===== src/rtl/ram_pkg.sv =====
// Shared definitions for ram_table: the 16-value default decode table,
// the default-content helper, and the two-state load/serve FSM encoding.
package ram_pkg;

  // Standard decode table; entry i of a DEPTH-entry memory defaults to DT[i mod 16].
  localparam logic [7:0] DT [16] = '{
    8'h03, 8'h08, 8'h0D, 8'h14, 8'h19, 8'h1E, 8'h25, 8'h2A,
    8'h2C, 8'h31, 8'h36, 8'h3D, 8'h46, 8'h50, 8'h59, 8'h6C
  };

  typedef enum logic {
    INIT  = 1'b0,
    READY = 1'b1
  } ram_table_state_t;

  // Default content of an address, zero-extended and masked to data_w bits
  // (callers cast the 64-bit result down to their entry width).
  function automatic logic [63:0] default_entry(input logic [31:0] addr,
                                                input int unsigned data_w);
    logic [63:0] val;
    logic [3:0]  idx;
    idx = 4'(addr % 32'd16);
    val = {56'd0, DT[idx]};
    if (data_w < 64) val = val & ((64'd1 << data_w) - 64'd1);
    return val;
  endfunction

endpackage


===== src/rtl/ram_table_mem.sv =====
// Plain 1W1R memory, DEPTH x DATA_W, no reset.
// Ports: clk; we/waddr/wdata synchronous write port; raddr/rdata
// combinational read port (the owning block registers the read result).
module ram_table_mem #(
  parameter int unsigned ADDR_W = 4,
  parameter int unsigned DATA_W = 8
) (
  input  logic              clk,
  input  logic              we,
  input  logic [ADDR_W-1:0] waddr,
  input  logic [DATA_W-1:0] wdata,
  input  logic [ADDR_W-1:0] raddr,
  output logic [DATA_W-1:0] rdata
);

  logic [DATA_W-1:0] mem [2**ADDR_W];

  always_ff @(posedge clk) begin
    if (we) mem[waddr] <= wdata;
  end

  assign rdata = mem[raddr];

endmodule


===== src/rtl/ram_table.sv =====
// Writable decode table. After reset it loads the default table into a
// 2**ADDR_W-entry memory (busy high), then serves registered single-cycle
// reads and run-time writes.
// Ports: clk, rst_n (async active-low); rd_en/rd_addr -> rd_data/rd_valid
// (registered, one-cycle latency); wr_en/wr_addr/wr_data write port;
// busy high while the default table is loading. Requests while busy are dropped.
module ram_table
  import ram_pkg::*;
#(
  parameter int unsigned ADDR_W = 4,
  parameter int unsigned DATA_W = 8
) (
  input  logic              clk,
  input  logic              rst_n,
  input  logic              rd_en,
  input  logic [ADDR_W-1:0] rd_addr,
  output logic [DATA_W-1:0] rd_data,
  output logic              rd_valid,
  input  logic              wr_en,
  input  logic [ADDR_W-1:0] wr_addr,
  input  logic [DATA_W-1:0] wr_data,
  output logic              busy
);

  localparam logic [ADDR_W-1:0] LAST_ADDR = '1;

  ram_table_state_t  state, state_nxt;
  logic [ADDR_W-1:0] init_cnt, init_cnt_nxt;

  logic              mem_we;
  logic [ADDR_W-1:0] mem_waddr;
  logic [DATA_W-1:0] mem_wdata;
  logic [DATA_W-1:0] mem_rdata;

  logic              rd_fire;
  logic              wr_fire;
  logic [DATA_W-1:0] rd_next;

  always_ff @(posedge clk or negedge rst_n) begin
    if (!rst_n) begin
      state    <= INIT;
      init_cnt <= '0;
    end else begin
      state    <= state_nxt;
      init_cnt <= init_cnt_nxt;
    end
  end

  // Next state plus write-port mux: the loader owns the port during INIT,
  // the user write port owns it in READY.
  always_comb begin
    state_nxt    = state;
    init_cnt_nxt = init_cnt;
    mem_we       = 1'b0;
    mem_waddr    = wr_addr;
    mem_wdata    = wr_data;
    rd_fire      = 1'b0;
    wr_fire      = 1'b0;
    case (state)
      INIT: begin
        mem_we       = 1'b1;
        mem_waddr    = init_cnt;
        mem_wdata    = DATA_W'(default_entry(32'(init_cnt), DATA_W));
        init_cnt_nxt = init_cnt + 1'b1;  // wraps to 0 after the last address
        if (init_cnt == LAST_ADDR) state_nxt = READY;
      end
      READY: begin
        rd_fire = rd_en;
        wr_fire = wr_en;
        mem_we  = wr_en;
      end
      default: state_nxt = INIT;
    endcase
  end

  // Write-first: a same-cycle write to the read address is forwarded.
  always_comb begin
    rd_next = mem_rdata;
    if (wr_fire && (wr_addr == rd_addr)) rd_next = wr_data;
  end

  always_ff @(posedge clk or negedge rst_n) begin
    if (!rst_n) begin
      rd_data  <= '0;
      rd_valid <= 1'b0;
    end else begin
      rd_valid <= rd_fire;
      if (rd_fire) rd_data <= rd_next;
    end
  end

  assign busy = (state == INIT);

  ram_table_mem #(
    .ADDR_W(ADDR_W),
    .DATA_W(DATA_W)
  ) u_mem (
    .clk   (clk),
    .we    (mem_we),
    .waddr (mem_waddr),
    .wdata (mem_wdata),
    .raddr (rd_addr),
    .rdata (mem_rdata)
  );

endmodule


===== config.mk =====
export PLATFORM = sky130hd
export DESIGN_NAME = ram_table
export DESIGN_NICKNAME = d
export VERILOG_FILES = /design/src/rtl/ram_pkg.sv /design/src/rtl/ram_table_mem.sv /design/src/rtl/ram_table.sv
export SDC_FILE = /design/constraint.sdc
export NUM_CORES = 1
export LEC_CHECK = 0
export ABC_CLOCK_PERIOD_IN_PS = 2900
export BUFFER_PORTS_ARGS = -buffer_cell sky130_fd_sc_hd__buf_2
export CAP_MARGIN = 0
export CORE_UTILIZATION = 29
export CTS_BUF_LIST = sky130_fd_sc_hd__clkbuf_16
export DETAILED_ROUTE_END_ITERATION = 6
export PLACE_DENSITY = 0.56
export SLEW_MARGIN = 20
export SYNTH_ARGS = -nofsm -noshare
export SYNTH_HDL_FRONTEND = slang
export SYNTH_SLANG_ARGS = --single-unit

===== constraint.sdc =====
create_clock -name clk -period 2.9 [get_ports clk]
set_input_delay 0.435 -clock clk [delete_from_list [all_inputs] [get_ports clk]]
set_output_delay 0.435 -clock clk [all_outputs]
set_load 0.01 [all_outputs]

==> results by group <==
Drt
  • DR vias: about 3300
  • ANT nets after route: 0
  • Vias per Instance: slightly below 5
  • Drt drc: 0
  • Pre-antenna DRT Iters: 4
  • DR WL/cell: between 20 and 25 um
  • Initial DRC count: roughly 230
  • Post-Route WL: 13.6 mm

Floorplan
  • Initial Utilization: roughly 30%
  • # IOs: 30
  • Core footprint: a little over 20000 um^2
  • Site Rows: 52
  • Die W: 147 um
  • Die area: around 22000 um^2
  • Die height: between 100 and 150 um

Cells and area
  • Filler Cell Count: ~1900
  • Final Core Density: 35.2%
  • Ratio of cells with drive above 1 in the final layout: 30.3%
  • # diodes: 0
  • Area Overhead vs Synth: 17.4%
  • Final nets: 418
  • Final Non-Filler Cells: about 670
  • Design area: roughly 7000 um^2

Setup path
  • Startpoint types: flip-flop
  • Crit path largest cell delay: approximately 0.57 ns
  • Critical-path top delay cell: dfrtp_1
  • CP Max Fanout: 15
  • CP Data Required Time: about 3.2 ns
  • CP arrival: 2.75 ns
  • Nature of the critical path endpoint: flip-flop
  • Critical Path, Cell by Cell: buf_4, o21ba_2, a32o_1, o41a_1, a21boi_0, a221o_1
  • Kind of critical path: flip-flop to flip-flop

Global route
  • GRT Total Usage: roughly 13%
  • First-pass GRT wire length: between 20 and 25 mm
  • Largest net degree at the start of global routing: 34
  • Vias in the first global route: 3380
  • GRT overflow: 0
  • Initial antenna violation count: 0

Run status
  • Outcome: finished, final reports clean

Synth
  • Yosys top cell by area: edfxtp_1
  • Post-synth top area share: about 63%
  • EDFF count, synth: between 100 and 150
  • Post-synthesis sequential area ratio: 68.6%
  • Most used DFF post-synth: edfxtp_1
  • Net Count, Synth: approximately 360
  • Seq cells post-synth: about 140
  • Top cells by area, synth: edfxtp_1, mux4_2, dfrtp_1
  • Count leader, synth: edfxtp_1
  • Post-synth top cells: edfxtp_1, mux4_2, nor2_1
  • Ys Warns: 0
  • Asr flop ratio synth: about a tenth
  • Netlist cell types: 51
  • Synthesized area: 6120 um^2
  • Avg Inst Size Synth: ~18 um^2
  • Syn Inst Count: around 340

Timing
  • Fmax: between 400 and 500 MHz
  • Slew @ Worst Pin: ~0.84 ns
  • Count of final setup violators: 0
  • TNS Setup: 0 ns
  • Final Hold Slack: 0.329 ns
  • Clock Skews: 0.00672 ns
  • Min cycle time layout: ~2.4 ns
  • Slew Limit Fails: 0
  • Relative slew slack: between 40% and 50%
  • Period utilization: between 80% and 90%
  • Final worst slack: 0.451 ns
  • Hold Violations, Final: 0
  • Unrepaired setup endpoints after global routing: no

Pwr
  • Pwr dens: 653 nW/um^2
  • Maximum VDD drop: 0.000329 V
  • PnR Total Power: 4.69 mW
  • P_leak: around 2.4 nW

Clocking
  • Post-CTS setup buffer count: 0
  • Clock sinks: 142
  • CTS Root Cell: clkbuf_16
  • Cts-stage hold buffer count: 1
  • CTS clk-pin slew, worst paths: roughly 0.06 ns
  • Htree depth: 4
  • Worst-Skew Late Latency: 0.42 ns
  • CTS tree: yes
  • Post-CTS Resized: 0
  • Buffer depth of the longest clock path: 2
  • TritonCTS Buffers: 17

Placed design
  • Post-Place Cells: 641
  • DPL Wire Length: around 9.1 mm
  • DP Area: around 6600 um^2
  • Placer congestion estimate: approximately 0.9
  • Post-Place Setup Slack: around 0.45 ns
  • IO buf count: 29

Job
  • MaxCap Viol Count: 0

Worst hold path
  • Worst Hold Class: input port to flip-flop
worst paths after layout:
path | endpoint | start | slack [ns] | depth (start not counted)
setup reg to reg | rd_data[4] | state | 0.45 | 6
hold reg to reg | rd_data[3] | rd_data[3] | 0.52 | 1
max in group asynchronous | rd_data[4] | rst_n | 2.13 | 2
setup / recovery | rd_data[4] | state | 0.45 | 6
min in group asynchronous | init_cnt[3] | rst_n | 0.48 | 2
hold / removal | rd_data[0] | wr_data[0] | 0.33 | 2
sequential cells by signal (all words and copies together) (netlist names):
register / cells
u_mem.mem: 128
rd_data: 8
init_cnt: 4
rd_valid: 1
state: 1
layout make-up:
cell class	count	area (um^2)	area share (%)
clock buffer	17	425	5.92
clock inverter	13	151	2.11
inverter	9	33.8	0.470
multi-input combinational	166	1680	23.4
sequential	142	4190	58.4
tap	270	338	4.70
timing repair buffer	55	355	4.95
layout by cell type, fill, tap and decap left out, types with 2 or more instances in the layout:
cell and instances:
mux4_2 28, bufinv_16 3, edfxtp_1 128, inv_1 9
a21boi_0 7, clkbuf_16 17, xnor2_1 6, buf_4 24
a31oi_1 3, buf_2 29, ha_1 7, mux2i_1 5
a21oi_1 5, a221o_1 8, o21ai_0 3, clkinv_2 3
nor2_1 26, dfrtp_1 14, a22oi_1 17, clkinv_1 2
nand2_1 9, clkinvlp_4 4, nor3_1 4, and2_1 2
nand3_1 3, a32oi_1 3, nand2b_1 2, nor2b_1 2
mux4_1 4
kinds of logic after synthesis:
kind of cell | count (synthesis) | share of synthesized area (%)
flops | 142 | 68.6
compound gates | 59 | 7.49
simple gates | 55 | 4.34
mux | 39 | 13.3
buf+inv | 29 | 4.05
fa+ha+maj | 7 | 1.43
xor+xnor | 6 | 0.859
critical path, delay by kind of cell, from the launching register on:
kind,cells,cell delay [ns]
buffers and inverters,1,0.28
AOI/OAI and AO/OA,5,1.48
DFF,1,0.57
metal layers:
layer | vias up | wire length, um | global-route usage (%)
li1 | 1471 | - | -
met1 | 1751 | 5860 | 17.8
met2 | 88 | 6740 | 20.8
met3 | 16 | 801 | 4.01
met4 | 0 | 210 | 4.54
met5 | - | 0 | 0
power by group:
group / switching (mW) / internal, mW / total [mW]
logic: 0.166 / 0.117 / 0.283
registers: 0.0170 / 2.27 / 2.29
clock network: 0.789 / 1.33 / 2.12
total: 0.972 / 3.72 / 4.69
No activity file was read; power rests on OpenSTA's default activity.
